`config.mk`:
```
export PLATFORM = sky130hd
export DESIGN_NAME = regfile_write_ctrl
export DESIGN_NICKNAME = d
export VERILOG_FILES = /design/src/rtl/regfile_write_ctrl.sv
export SDC_FILE = /design/constraint.sdc
export NUM_CORES = 1
export LEC_CHECK = 0
export BUFFER_PORTS_ARGS = -buffer_cell sky130_fd_sc_hd__buf_2
export CELL_PAD_IN_SITES_DETAIL_PLACEMENT = 0
export CELL_PAD_IN_SITES_GLOBAL_PLACEMENT = 1
export CORE_MARGIN = 10
export CORE_UTILIZATION = 45
export DETAILED_ROUTE_END_ITERATION = 6
export HOLD_SLACK_MARGIN = 0.12
export PLACE_DENSITY = 0.83
export SLEW_MARGIN = 20
export SYNTH_ARGS = -nofsm -noshare
export SYNTH_HDL_FRONTEND = slang
export SYNTH_SLANG_ARGS = --single-unit
```
`constraint.sdc`:
```
create_clock -name clk -period 2.9 [get_ports clk]
set_input_delay 0.435 -clock clk [delete_from_list [all_inputs] [get_ports clk]]
set_output_delay 0.435 -clock clk [all_outputs]
set_load 0.01 [all_outputs]
```
`src/rtl/regfile_write_ctrl.sv`:
```
`timescale 1ns/1ps
`default_nettype none
// ============================================================================
//  Module   : regfile_write_ctrl
//  Purpose  : Write-side controller for a 4-entry x 32-bit register file.
//             Queues writeback requests in a circular FIFO and issues them in
//             order onto the single register-file write port. A per-register
//             pending-write scoreboard lets read-side logic stall on registers
//             whose results are still outstanding.
//  Ports    : clk, reset           - clock / synchronous active-high reset
//             req_*                - writeback request (valid/ready, reg, data)
//             rsv_*                - destination reservation (valid/ready, reg)
//             wr_hold              - register file write port unavailable
//             RegWrite/WriteReg/WriteData - register file write port
//             busy_mask            - per-register pending-write flags
//             sb_err               - sticky scoreboard underflow flag
//  Revision : 1.0 - initial release
// ============================================================================
module regfile_write_ctrl #(
    parameter int DEPTH = 4,
    parameter int CNTW  = 3
) (
    input  logic        clk,
    input  logic        reset,
    input  logic        req_valid,
    output logic        req_ready,
    input  logic [1:0]  req_reg,
    input  logic [31:0] req_data,
    input  logic        rsv_valid,
    output logic        rsv_ready,
    input  logic [1:0]  rsv_reg,
    input  logic        wr_hold,
    output logic        RegWrite,
    output logic [1:0]  WriteReg,
    output logic [31:0] WriteData,
    output logic [3:0]  busy_mask,
    output logic        sb_err
);

    localparam int              PW        = $clog2(DEPTH);
    localparam logic [PW:0]     C_FULL    = (PW+1)'(DEPTH);
    localparam logic [CNTW-1:0] C_CNT_MAX = '1;

    // Queue state
    logic [PW-1:0]   wptr_q, wptr_d;
    logic [PW-1:0]   rptr_q, rptr_d;
    logic [PW:0]     count_q, count_d;
    logic [1:0]      reg_mem_q  [DEPTH];
    logic [1:0]      reg_mem_d  [DEPTH];
    logic [31:0]     data_mem_q [DEPTH];
    logic [31:0]     data_mem_d [DEPTH];

    // Scoreboard state
    logic [CNTW-1:0] pend_cnt_q [4];
    logic [CNTW-1:0] pend_cnt_d [4];
    logic            sb_err_q, sb_err_d;

    logic            w_not_empty;
    logic            w_push;
    logic            w_pop;
    logic            w_rsv;
    logic [3:0]      w_inc;
    logic [3:0]      w_dec;
    logic [3:0]      w_udf;

    // ------------------------------------------------------------------
    // Handshakes and issue port (head entry presented combinationally)
    // ------------------------------------------------------------------
    assign w_not_empty = (count_q != '0);
    assign req_ready   = (count_q != C_FULL) && !reset;
    assign RegWrite    = w_not_empty && !wr_hold && !reset;
    assign WriteReg    = (w_not_empty && !reset) ? reg_mem_q[rptr_q]  : 2'd0;
    assign WriteData   = (w_not_empty && !reset) ? data_mem_q[rptr_q] : 32'd0;
    assign rsv_ready   = (pend_cnt_q[rsv_reg] != C_CNT_MAX) && !reset;
    assign sb_err      = sb_err_q;

    assign w_push = req_valid && req_ready;
    assign w_pop  = RegWrite;
    assign w_rsv  = rsv_valid && rsv_ready;

    // ------------------------------------------------------------------
    // Per-register scoreboard events
    // ------------------------------------------------------------------
    generate
        for (genvar r = 0; r < 4; r++) begin : g_sb
            assign w_inc[r]     = w_rsv && (rsv_reg == 2'(r));
            assign w_dec[r]     = w_pop && (WriteReg == 2'(r));
            // A same-cycle reservation covers the commit, so no underflow.
            assign w_udf[r]     = w_dec[r] && !w_inc[r] && (pend_cnt_q[r] == '0);
            assign busy_mask[r] = (pend_cnt_q[r] != '0) && !reset;
        end
    endgenerate

    // ------------------------------------------------------------------
    // Next-state logic
    // ------------------------------------------------------------------
    always_comb begin
        wptr_d     = wptr_q;
        rptr_d     = rptr_q;
        count_d    = count_q;
        reg_mem_d  = reg_mem_q;
        data_mem_d = data_mem_q;

        if (w_push) begin
            reg_mem_d[wptr_q]  = req_reg;
            data_mem_d[wptr_q] = req_data;
            wptr_d             = wptr_q + PW'(1);   // DEPTH is a power of 2: natural wrap
        end
        if (w_pop) begin
            rptr_d = rptr_q + PW'(1);
        end
        case ({w_push, w_pop})
            2'b10:   count_d = count_q + (PW+1)'(1);
            2'b01:   count_d = count_q - (PW+1)'(1);
            default: count_d = count_q;
        endcase
    end

    always_comb begin
        sb_err_d = sb_err_q || (w_udf != 4'd0);
        for (int r = 0; r < 4; r++) begin
            pend_cnt_d[r] = pend_cnt_q[r];
            if (w_inc[r] && !w_dec[r]) begin
                pend_cnt_d[r] = pend_cnt_q[r] + CNTW'(1);
            end else if (w_dec[r] && !w_inc[r] && (pend_cnt_q[r] != '0)) begin
                pend_cnt_d[r] = pend_cnt_q[r] - CNTW'(1);
            end
        end
    end

    // ------------------------------------------------------------------
    // State registers
    // ------------------------------------------------------------------
    always_ff @(posedge clk) begin
        if (reset) begin
            wptr_q   <= '0;
            rptr_q   <= '0;
            count_q  <= '0;
            sb_err_q <= 1'b0;
            for (int r = 0; r < 4; r++) begin
                pend_cnt_q[r] <= '0;
            end
        end else begin
            wptr_q     <= wptr_d;
            rptr_q     <= rptr_d;
            count_q    <= count_d;
            sb_err_q   <= sb_err_d;
            pend_cnt_q <= pend_cnt_d;
        end
    end

    // Storage needs no reset: only entries between the pointers are visible.
    always_ff @(posedge clk) begin
        reg_mem_q  <= reg_mem_d;
        data_mem_q <= data_mem_d;
    end

endmodule
`default_nettype wire

```
# == Word-level counts from Yosys, hierarchy flattened ==
# Index checks and enable logic that the tools add are counted.
# op_classes
n_eq_ne,10
n_mul,0
reduce_logical,64
bitwise_logic,3
shift,0
n_mux,26
magnitude_cmp,4
div,0
add_sub_neg,12
# op_table
operator,n
bitwise mux 128 bit,1
2-to-1 mux 32 bit,4
binary-select mux 32 bit (select 2 bit),1
demux 32 bit (select 2 bit),1
logical AND 1 bit,36
2-to-1 mux 3 bit,10
adder 3 x 1 -> 3 bit (second input constant),5
nonzero test 3 bit,5
subtractor 3 x 1 -> 3 bit (second input constant),5
zero test 3 bit,4
== test 2 bit (second input constant),5
zero test 1 bit,10
nonzero test 2 bit,5
greater-or-equal comparator 3 bit (second input constant),3
NOT 2 -> 3 bit,3
bitwise mux 8 bit,1
2-to-1 mux 2 bit,4
binary-select mux 3 bit (select 2 bit),1
== test 2 x 1 -> 1 bit (second input constant),3
inequality test 3 bit (second input constant),2
case mux 3 bit (2 select lines),1
adder 2 x 1 -> 2 bit (second input constant),2
binary-select mux 2 bit (select 2 bit),1
demux 2 bit (select 2 bit),1
other kinds (4),5
# totals
latchBits,0
ram_bits,0
inputBits,41
memories,0
out_inout_bits,42
romBits,0
register_bits,156

# == Logic depth before layout (Yosys ltp) ==
# depth
depth_word,13
ltp_mapped,10
depth_no_buf,10

# == Worst setup path after synthesis ==
# OpenSTA, ideal clock, no wires.
# synth_path
path_type,in2reg
startpoint,input reset
endpoint,register count_q[2]
cell_stages,8
t_arrival_ps,2473
path_buffers,1
slack_ps,356
setup_time_ps,71
path_cell_list,clkbuf_1 nor3_1 ha_1 inv_1 fa_1 xor2_1 or3_1 a21oi_1
# synth_lines
element,line,text
"start, declared",24,"input logic reset,"
zero test 1 bit (*),71,assign RegWrite = w_not_empty && !wr_hold && !reset;
logical AND 1 bit (*),71,
via RegWrite,33,"output logic RegWrite,"
== test 2 x 1 -> 1 bit or == test 2 bit (tied branches),112,"case ({w_push, w_pop})"
case mux 3 bit (2 select lines) or nonzero test 2 bit (tied branches),n/a,
"end signal, assigned",146,count_q <= count_d;
"end, declared",47,"logic [PW:0] count_q, count_d;"
# The timed path passes the listed nets; every way through them passes the cells marked *.
# A chain may end at the register's enable or synchronous reset.

# == Final worst setup path ==
# layout_path
startpoint,register count_q[0]
endpoint,output WriteData[26]
# layout_via
elab_chain_len,3
# layout_lines
element,line,text
nonzero test 3 bit,69,assign w_not_empty = (count_q != '0);
logical AND 1 bit,73,assign WriteData = (w_not_empty && !reset) ? data_mem_q[rptr_q] : 32'd0;
2-to-1 mux 32 bit,73,
"end, declared",35,"output logic [31:0] WriteData,"
# Every way passes these cells.

==> impl_metrics.py <==
metrics = {
    "outcome": {
        "outcome": "completed",
    },
    "grt": {
        "grt-ovfl-total": 0,
        "grt_pass1_vias": 3795,
        "grt_pass1_wl_um": 20220,
        "grt_max_degree": 35,
        "track_usage_pct": 13.15,
        "antenna_found_initial": 1,
    },
    "sta": {
        "worst_slew_pin_slew_ns": 0.7344,
        "hold_viol_final": 0,
        "grt_setup_unrepaired": "no",
        "setup_slack_ns": 0.2622,
        "max_freq_mhz": 379.1,
        "fin_worst_skew_ns": 0.008129,
        "maxSlewViolCount": 0,
        "period_minus_slack_ns": 2.638,
        "setup_viol": 0,
        "finalSetupTns_ns": 0,
        "period_share_pct": 90.96,
        "slew_headroom_pct": 51.04,
    },
    "placed_design": {
        "place_ws_ns": 0.3348,
        "dp_hpwl_um": 8402,
        "portBuffers": 82,
        "dp_cells": 633,
        "gp_congestion": 0.8024,
    },
    "setup_path": {
        "worstSetupStartpoint": "count_q[0]",
        "cp_max_fo": 34,
        "reg2reg_slack_ns": 0.48,
        "reg2reg_depth": 7,
        "crit_end": "WriteData[26]",
        "worstReg2RegStart": "rptr_q[0]",
        "r2r-end": "pend_cnt_q[8]",
        "path_class": "reg2out",
        "cp_slowest_stage_delay_ns": 0.68,
        "worst-path-buf-inv": 1,
        "path_delay_family": "simple AND/OR/NAND/NOR gates",
        "cp.depth": 4,
        "worstSetupEndpointType": "primary output",
        "cp.required_ns": 2.47,
        "startpoint_type": "register",
        "arrival_ns": 2.20,
        "crit_slowest_cell": "or2_2",
        "path_cells": "nor3_2 > or2_2 > nor2b_1 > buf_2",
    },
    "die": {
        "initial_core_util_pct": 46.39,
        "dieArea_um2": 19690,
        "coreArea_um2": 14040,
        "num_rows": 43,
        "die_y_um": 140.3,
        "ioPinCount": 83,
        "die_w_um": 140.3,
    },
    "clock_network": {
        "ctsHoldBuffers": 0,
        "clk-insertion-delay-late_ns": 0.42,
        "cts_inserted_buffers": 17,
        "htree_levels": 4,
        "ctsResizeCount": 0,
        "tritoncts": "done",
        "clk_path_buf_depth": 2,
        "clock_sinks": 156,
        "cts_setup_buffers": 0,
        "clock-root-buffer": "clkbuf_16",
        "clkTransAtPathRegs_ns": 0.06,
    },
    "min_path": {
        "hold_class": "in2reg",
        "hold-path-cell-count": 1,
    },
    "detailed_routing": {
        "num_vias": 3534,
        "drt_wl_total_um": 12700,
        "drt_iter0_drc": 285,
        "drt-pass1-iter-count": 4,
        "ant_nets": 0,
        "wl_per_cell_um": 19.03,
        "drc": 0,
        "vias_per_cell": 5.298,
    },
    "synth": {
        "syn_inst": 373,
        "synth_nets": 424,
        "ys_seq_area_share_pct": 68.84,
        "ys_async_sr_fraction_pct": 0,
        "ys.flop_type": "edfxtp_1",
        "ys_seq_elements": 156,
        "synthDistinctLibCells": 46,
        "avgSynthCellArea_um2": 17.46,
        "netlist_area_um2": 6514,
        "synth_enable_flop_cells": 136,
        "ys_warn_count": 0,
    },
    "cells_and_area": {
        "fin_util_pct": 55.55,
        "nets": 523,
        "area_growth_syn_to_layout_pct": 19.75,
        "fillers": 1082,
        "mostFrequentLayoutCells": "edfxtp_1, buf_2, nor2b_1",
        "final_common_cell": "edfxtp_1",
        "final-instance-count-excl-fill": 667,
        "drive_gt1_share_pct": 35.46,
    },
    "job": {
        "maxCapViolations": 0,
    },
    "power": {
        "p_per_area_nw_per_um2": 662.7,
        "ir_drop_uv": 471.2,
        "p_leak_nw": 2.699,
    },
}
[logic make-up after synthesis]
group	count (synthesis)	synth area share, %
buf+inv	28	1.806
compound gates	29	3.112
fa+ha+maj	10	2.497
mux	46	13.81
flops	156	68.84
simple gates	99	9.259
xor+xnor	5	0.6724
[synthesized netlist by cell type, types with 4 or more instances]
cell,n,area (um2)
o21ai_0,4,20.02
a31oi_1,4,25.02
and3_1,4,25.02
nor2_1,14,52.55
nand2_1,14,52.55
nand3_1,5,25.02
ha_1,5,62.56
nor3_1,8,40.04
edfxtp_1,136,4084
mux2i_1,10,100.1
inv_1,13,48.80
clkbuf_1,8,30.03
mux4_2,35,788.3
fa_1,5,100.1
nor2b_1,37,231.5
a21oi_1,6,30.03
dfxtp_1,20,400.4
buf_2,4,20.02
[metrics by stage]
stage | power, W | hold slack [ns] | instance area [um2]
floorplan | 0.002903 | 0.4559 | 6514
global placement | 0.003074 | 0.4725 | 7223
detailed placement | 0.003090 | 0.4896 | 7223
CTS | 0.005221 | 0.2125 | 7795
global route | 0.005371 | 0.2074 | 7795
finish | 0.005169 | 0.2283 | 7800
[flip-flops by register name (all words and copies together) (netlist names)]
name and flops:
pend_cnt_q 12, reg_mem_q 8, wptr_q 2, rptr_q 2, data_mem_q 128, sb_err 1, count_q 3
[worst register-to-register path: cells and delay by family, from the launching register on]
kind / cells / cell delay [ns]
buffers and inverters: 2 / 0.34
DFF: 1 / 0.35
adders and majority gates: 1 / 0.39
AOI/OAI and AO/OA: 1 / 0.22
muxes: 3 / 1.06
[worst min-delay path by stage]
| stage | from | to |
|---|---|---|
| 6_report | req_data[18] | data_mem_q[18] |
| 3_5_place_dp | pend_cnt_q[11] | pend_cnt_q[11] |
| 3_3_place_gp | pend_cnt_q[2] | pend_cnt_q[2] |
| 4_1_cts | req_reg[1] | reg_mem_q[3] |
| 5_1_grt | req_data[17] | data_mem_q[49] |
| 2_1_floorplan | pend_cnt_q[2] | pend_cnt_q[2] |
[layer usage]
metal  wire (um)  global-route usage (%)  vias to the layer above
li1            -                       -                     1657
met3         753                   5.071                        7
met1        5242                   15.26                     1779
met4          67                   4.239                        2
met5          20                       0                        -
met2        6611                   21.90                       89
[power breakdown]
group | switching, W | leakage, nW | internal, W
clock network | 0.000869 | 0.276 | 0.00127
registers | 0.0000346 | 1.40 | 0.00252
logic | 0.000263 | 1.03 | 0.000216
total | 0.00117 | 2.70 | 0.00400
[cell type report]
type / instances / area (um2) / share of cell area, %
sequential: 156 / 4487 / 57.52
multi-input combinational: 189 / 1917 / 24.57
timing repair buffer: 95 / 545.5 / 6.994
clock buffer: 18 / 429.2 / 5.502
tap: 180 / 225.2 / 2.887
clock inverter: 14 / 142.6 / 1.829
inverter: 13 / 48.80 / 0.6256
antenna: 2 / 5.005 / 0.06416
Power figures use the tool's default switching activity.
